**config.mk**
```make
export PLATFORM = sky130hd
export DESIGN_NAME = tx_word_sched
export DESIGN_NICKNAME = d
export VERILOG_FILES = /design/src/rtl/tx_word_sched.sv
export SDC_FILE = /design/constraint.sdc
export NUM_CORES = 1
export LEC_CHECK = 0
export CORE_MARGIN = 1
export CORE_UTILIZATION = 59
export DETAILED_ROUTE_END_ITERATION = 7
export DONT_BUFFER_PORTS = 1
export PLACE_DENSITY = 0.76
export SLEW_MARGIN = 10
export SYNTH_ARGS = -nofsm -noshare
export SYNTH_HDL_FRONTEND = slang
export SYNTH_SLANG_ARGS = --single-unit
```
**constraint.sdc**
```tcl
create_clock -name iClk -period 3.3 [get_ports iClk]
set_input_delay 0.495 -clock iClk [delete_from_list [all_inputs] [get_ports iClk]]
set_output_delay 0.495 -clock iClk [all_outputs]
set_load 0.005 [all_outputs]
```
**src/rtl/tx_word_sched.sv**
```systemverilog
// Two-requester word scheduler feeding a byte-wide UART transmitter.
// Round-robin arbitration picks a word, which is then sent one byte per start/done round trip.
module tx_word_sched #(
    parameter int NBYTES    = 4,
    parameter int MSB_FIRST = 1
) (
    input  logic                  iClk,
    input  logic                  iRstN,
    input  logic                  iValid0,
    input  logic [8*NBYTES-1:0]   iData0,
    output logic                  oReady0,
    input  logic                  iValid1,
    input  logic [8*NBYTES-1:0]   iData1,
    output logic                  oReady1,
    output logic                  oTxStart,
    output logic [7:0]            oTxByte,
    input  logic                  iTxDone,
    output logic                  oBusy,
    output logic                  oSrc
);

    localparam int W  = 8 * NBYTES;
    localparam int CW = $clog2(NBYTES) + 1;

    typedef enum logic [1:0] {
        sIDLE = 2'd0,
        sSEND = 2'd1,
        sWAIT = 2'd2
    } state_t;

    state_t          rState;
    state_t          wNext;
    logic            rLast;
    logic            rSrc;
    logic [CW-1:0]   rCnt;
    logic [W-1:0]    rWord;
    logic [7:0]      rTxByte;

    logic            wGrant0;
    logic            wGrant1;
    logic            wLastByte;
    logic [CW-1:0]   wNextCnt;
    logic [W-1:0]    wSelData;

    function automatic logic [7:0] pickByte(input logic [W-1:0] word, input logic [CW-1:0] k);
        int shift;
        if (MSB_FIRST != 0) shift = 8 * (NBYTES - 1 - int'(k));
        else                shift = 8 * int'(k);
        return 8'(word >> shift);
    endfunction

    assign wLastByte = (rCnt == CW'(NBYTES - 1));
    assign wNextCnt  = rCnt + CW'(1);
    assign wSelData  = wGrant1 ? iData1 : iData0;

    // On a tie the requester that was not served last wins.
    always_comb begin
        wGrant0 = 1'b0;
        wGrant1 = 1'b0;
        if (iRstN && rState == sIDLE) begin
            if (iValid0 && iValid1) begin
                wGrant0 = rLast;
                wGrant1 = !rLast;
            end else begin
                wGrant0 = iValid0;
                wGrant1 = iValid1;
            end
        end
    end

    always_comb begin
        wNext = sIDLE;
        case (rState)
            sIDLE:   wNext = (wGrant0 || wGrant1) ? sSEND : sIDLE;
            sSEND:   wNext = sWAIT;
            sWAIT: begin
                if (iTxDone) wNext = wLastByte ? sIDLE : sSEND;
                else         wNext = sWAIT;
            end
            default: wNext = sIDLE;
        endcase
    end

    // The outgoing byte is loaded on the same edge that enters sSEND, so it is valid with the start pulse.
    always_ff @(posedge iClk) begin
        if (!iRstN) begin
            rState  <= sIDLE;
            rLast   <= 1'b1;
            rSrc    <= 1'b0;
            rCnt    <= '0;
            rWord   <= '0;
            rTxByte <= 8'h00;
        end else begin
            rState <= wNext;
            if (wGrant0 || wGrant1) begin
                rWord   <= wSelData;
                rTxByte <= pickByte(wSelData, '0);
                rCnt    <= '0;
                rSrc    <= wGrant1;
                rLast   <= wGrant1;
            end else if (rState == sWAIT && iTxDone && !wLastByte) begin
                rCnt    <= wNextCnt;
                rTxByte <= pickByte(rWord, wNextCnt);
            end
        end
    end

    assign oReady0  = wGrant0;
    assign oReady1  = wGrant1;
    assign oTxStart = (rState == sSEND);
    assign oTxByte  = rTxByte;
    assign oBusy    = (rState != sIDLE);
    assign oSrc     = rSrc;

endmodule

```
# Word level (Yosys, flattened, before mapping)
# Index checks and enable logic that the tools add are counted.
# totals
regBits	47
out_inout_bits	13
word_cells	41
# classes
add_sub_neg	2
eq_ne	3
shift	2
muxes	16
n_bitwise	1
reduce_logical	11
# op_table
cell	n
32-bit two-way mux	6
32-bit by 32-bit >> shifter with 8-bit output	2
8-bit two-way mux	2
1-bit two-way mux	6
2-bit one-hot mux with 3 select lines	1
1-bit logical AND	4
2-bit nonzero test	2
2-bit by 3-bit subtractor with 4-bit output (first input constant)	1
3-bit by 1-bit adder with 3-bit output (second input constant)	1
3-bit by 2-bit equality test with 1-bit output (second input constant)	1
2-bit by 1-bit equality test with 1-bit output (second input constant)	1
2-bit equality test (second input constant)	1
1-bit logical NOT	2
2-bit logical NOT	1
2-bit two-way mux	1
2-bit OR reduction	1
1-bit logical OR	1
1-bit inverter	1

# Depth between registers and ports, before layout
# depth
word_depth	9
ltp_mapped	7
ltp_nobuf	6

# Worst setup path before layout
# OpenSTA, ideal clock, no wires.
# synth_path
path_type	input port to output port
from	input iValid1
to	output oReady1
arrival_time_ps	1163
path_slack_ps	1642
cell_stages	5
n_path_buf	2
path_cell_list	and4bb_1 -> buf_6 -> nand2_4 -> clkinv_2 -> buf_6
# synth_via
elab_chain_cells	3
# synth_lines
item	line	source
start, declared	12	input logic iValid1,
1-bit logical AND	61	if (iValid0 && iValid1) begin
1-bit two-way mux (*)	61	
1-bit two-way mux (*)	60	if (iRstN && rState == sIDLE) begin
end, declared	14	output logic oReady1,
# Every way passes the cells marked *; elsewhere a longest branch is shown, timed or not.

# Final worst setup path
# layout_path
from	register rState[1]
to	output oReady1
# layout_via
elab_chain_cells	3
# layout_lines
item	line	source
start, declared	31	state_t rState;
start signal, assigned	87	rState <= sIDLE;
start signal, assigned	94	rState <= wNext;
2-bit logical NOT	60	
1-bit logical AND	60	
1-bit two-way mux	60	
# No other way between the ends.

==> metrics.log <==
INFO  metric synth_cells = 273
INFO  metric mappedNetlistArea = 2420 um2
INFO  metric synth_common_cells = sky130_fd_sc_hd__nand2_1, sky130_fd_sc_hd__dfxtp_1, sky130_fd_sc_hd__nor2_1
INFO  metric hold_buffers = 0
INFO  metric worst_path_largest_cell_delay = 0.52 ns
INFO  metric timing.critical_path.from_type = register
INFO  metric cts_buf_count = 5
INFO  metric ys_types = 37
INFO  metric dominantRegCellSynth = sky130_fd_sc_hd__dfxtp_1
INFO  metric peakVddDrop = 0.320 mV
INFO  metric synth_area_leader_cell = sky130_fd_sc_hd__dfxtp_1
INFO  metric setup_tns = 0 ns
INFO  metric detail_route.drc_violations = 0
INFO  metric timing.max_cap.violations = 0
INFO  metric die-area = 4370 um2
INFO  metric cellLeakagePower = 0.000883 uW
INFO  metric worst-path-max-fanout = 26
INFO  metric synth-edff-count = 0
INFO  metric hold_class = in2reg
INFO  metric core_area = 3800 um2
INFO  metric cts_root_buffer = sky130_fd_sc_hd__clkbuf_8
INFO  metric worst_setup_hold_path_clk_slew = 0.08 ns
INFO  metric insertedDiodeCount = 0
INFO  metric worstHoldEndpoint = rLast
INFO  metric cell_depth_of_the_worst_min_delay_path = 1
INFO  metric cts-resized-gates = 0
INFO  metric area_growth_syn_to_layout = 1.86%
INFO  metric die_width = 66.1 um
INFO  metric ctsHtreeMaxLevel = 2
INFO  metric routedWlPerCell = 15.2 um
INFO  metric ys.warnings.count = 0
INFO  metric post_layout_nets = 334
INFO  metric first_pass_iters = 4
INFO  metric synth_top_cells_by_area = sky130_fd_sc_hd__dfxtp_1, sky130_fd_sc_hd__a311oi_2, sky130_fd_sc_hd__nand2_1
INFO  metric buffer_ports.inserted = 0
INFO  metric clkLatencyLatePin = 0.30 ns
INFO  metric relSlewSlack = 51.5%
INFO  metric hp-start = iRstN
INFO  metric via_per_inst = 5.98
INFO  metric all_layer_gr_usage = 23.6%
INFO  metric synth_most_common_cell = sky130_fd_sc_hd__nand2_1
INFO  metric dp.final_hpwl = 3.61 mm
INFO  metric total_nets_after_synthesis = 344
INFO  metric first_global_vias = 1640
INFO  metric drt-initial-drc-count = 111
INFO  metric cell_by_cell_listing_of_the_critical_path = and4bb_1 -> nand2_4 -> clkinv_2
INFO  metric numPlacedInstances = 304
INFO  metric regToRegSetupSlack = 1.21 ns
INFO  metric crit_path_top_delay_cell = sky130_fd_sc_hd__and4bb_1
INFO  metric asyncSetResetFlopFracSynth = 0%
INFO  metric finalWeightedCongestion = 0.753
INFO  metric syn_area_per_cell = 8.88 um2
INFO  metric powerDensity = 486 nW/um2
INFO  metric synth_sequential_area_ratio = 38.8%
INFO  metric final_period_minus_worst_setup_slack = 2.28 ns
INFO  metric status = finished, final reports clean
INFO  metric drive_gt1_share = 16.3%
INFO  metric post-route-period-util = 69.1%
INFO  metric postSynthRegisterBits = 47
INFO  metric crit-reg2reg-launch = rCnt[0]
INFO  metric worst_clock_skew = 0.00823 ns
INFO  metric tritoncts = built
INFO  metric rr_worst_depth = 6
INFO  metric grt_setup_unrepaired = no
INFO  metric post_cts_buffers = 0
INFO  metric timing.final.hold_violations = 0
INFO  metric max_clock_freq = 0.439 GHz
INFO  metric global_route_wire_length_before_repair = 7.65 mm
INFO  metric fin_cells = 312
INFO  metric worst-endpoint-arrival = 1.78 ns
INFO  metric worst_r2r_endpoint = oTxByte[6]
INFO  metric endpoints_failing_setup = 0
INFO  metric cts_num_sinks = 47
INFO  metric total_overflow_reported_by_the_global_router = 0
INFO  metric setup.worst_path.end_class = primary output
INFO  metric total_length_of_routed_wires = 4.73 mm
INFO  metric chipHeight = 66.1 um
INFO  metric io_pins = 82
INFO  metric cts-root-to-sink-buffers = 2
INFO  metric antenna_found_initial = 0
INFO  metric placementRows = 22
INFO  metric worst_ep_required_time = 2.80 ns
INFO  metric initial_core_util = 63.8%
INFO  metric grt_start_max_net_pins = 31
INFO  metric critPathKind = reg2out
INFO  metric drtAntennaViolNets = 0
INFO  metric slew_viol_final = 0
INFO  metric worst-slew-pin-transition = 0.726 ns
INFO  metric num_vias = 1867
INFO  metric synth.top_cell.area_share = 38.8%
-- metal layers --
layer | vias to the layer above | routed length [um] | track usage (%)
met4 | 0 | 65 | 9.57
met3 | 5 | 315 | 4.66
met1 | 838 | 2190 | 31.6
met5 | - | 0 | 0
met2 | 69 | 2160 | 37.0
li1 | 955 | - | -
-- layout make-up --
cell class	count	area [um2]
Clock buffer	7	76.3
Clock inverter	1	5.00
Fill cell	337	1330
Inverter	13	50.0
Multi-Input combinational cell	192	1310
Sequential cell	47	941
Tap cell	48	60.1
Timing Repair Buffer	4	30.0
-- how the worst max path moves through the flow --
stage / cells after the start / endpoint / from
2_1_floorplan: 5 / oReady1 / iValid1
3_3_place_gp: 6 / oTxByte[5] / rCnt[0]
3_5_place_dp: 6 / oTxByte[6] / rCnt[0]
4_1_cts: 3 / oReady1 / rState[1]
5_1_grt: 3 / oReady1 / rState[1]
6_report: 3 / oReady1 / rState[1]
-- critical path: cells and delay by family (launching register included) --
kind	cells	cell delay, ns
flip-flops	1	0.37
buffers and inverters	1	0.33
AND/OR/NAND/NOR	2	0.77
-- cell families (layout without fill, tap and decap cells) --
kind of cell               count (synthesis)  after routing  synth area share (%)
adders and majority gates                  2              2                  1.03
AOI/OAI and AO/OA                         69             69                  24.2
DFF                                       47             47                  38.8
muxes                                      9              9                  7.84
buffers and inverters                     34             25                  7.58
and+or+nand+nor                          111            111                  20.2
xor gates and xnor gates                   1              1                 0.361
-- report_power, final --
group,internal [uW],switching [uW],total (uW)
sequential,623,38.8,662
combinational,89.8,125,214
clock,149,176,325
-- metrics by stage --
stage	utilization (%)	cell area, um2	hold slack (ns)	power (uW)	setup slack (ns)
after CTS	65.0	2470	0.247	1210	1.01
after global placement	62.9	2390	0.454	884	1.31
after detailed placement	62.9	2390	0.459	891	1.21
after floorplan	-	2420	0.438	856	1.64
final	65.0	2470	0.255	1200	1.02
after global routing	65.0	2470	0.261	1270	0.876
-- flip-flops by register name, indices dropped and copies added, names as in the netlist --
signal and flops:
rState 2, oSrc 1, rCnt 3, rWord 32, oTxByte 8, rLast 1
-- placed cells by master, fill, tap and decap left out, types with 4 or more instances in the layout --
master,netlist,routed
sky130_fd_sc_hd__nand2_1,53,53
sky130_fd_sc_hd__nor2_1,30,29
sky130_fd_sc_hd__dfxtp_1,47,47
sky130_fd_sc_hd__inv_1,10,10
sky130_fd_sc_hd__a311oi_2,18,18
sky130_fd_sc_hd__o21ai_0,25,25
sky130_fd_sc_hd__buf_4,3,4
sky130_fd_sc_hd__a21o_1,8,8
sky130_fd_sc_hd__mux4_2,8,8
sky130_fd_sc_hd__a31oi_1,8,8
sky130_fd_sc_hd__nand3_1,16,16
sky130_fd_sc_hd__clkbuf_8,0,5
sky130_fd_sc_hd__a311oi_1,6,6
Power figures use the tool's default switching activity.
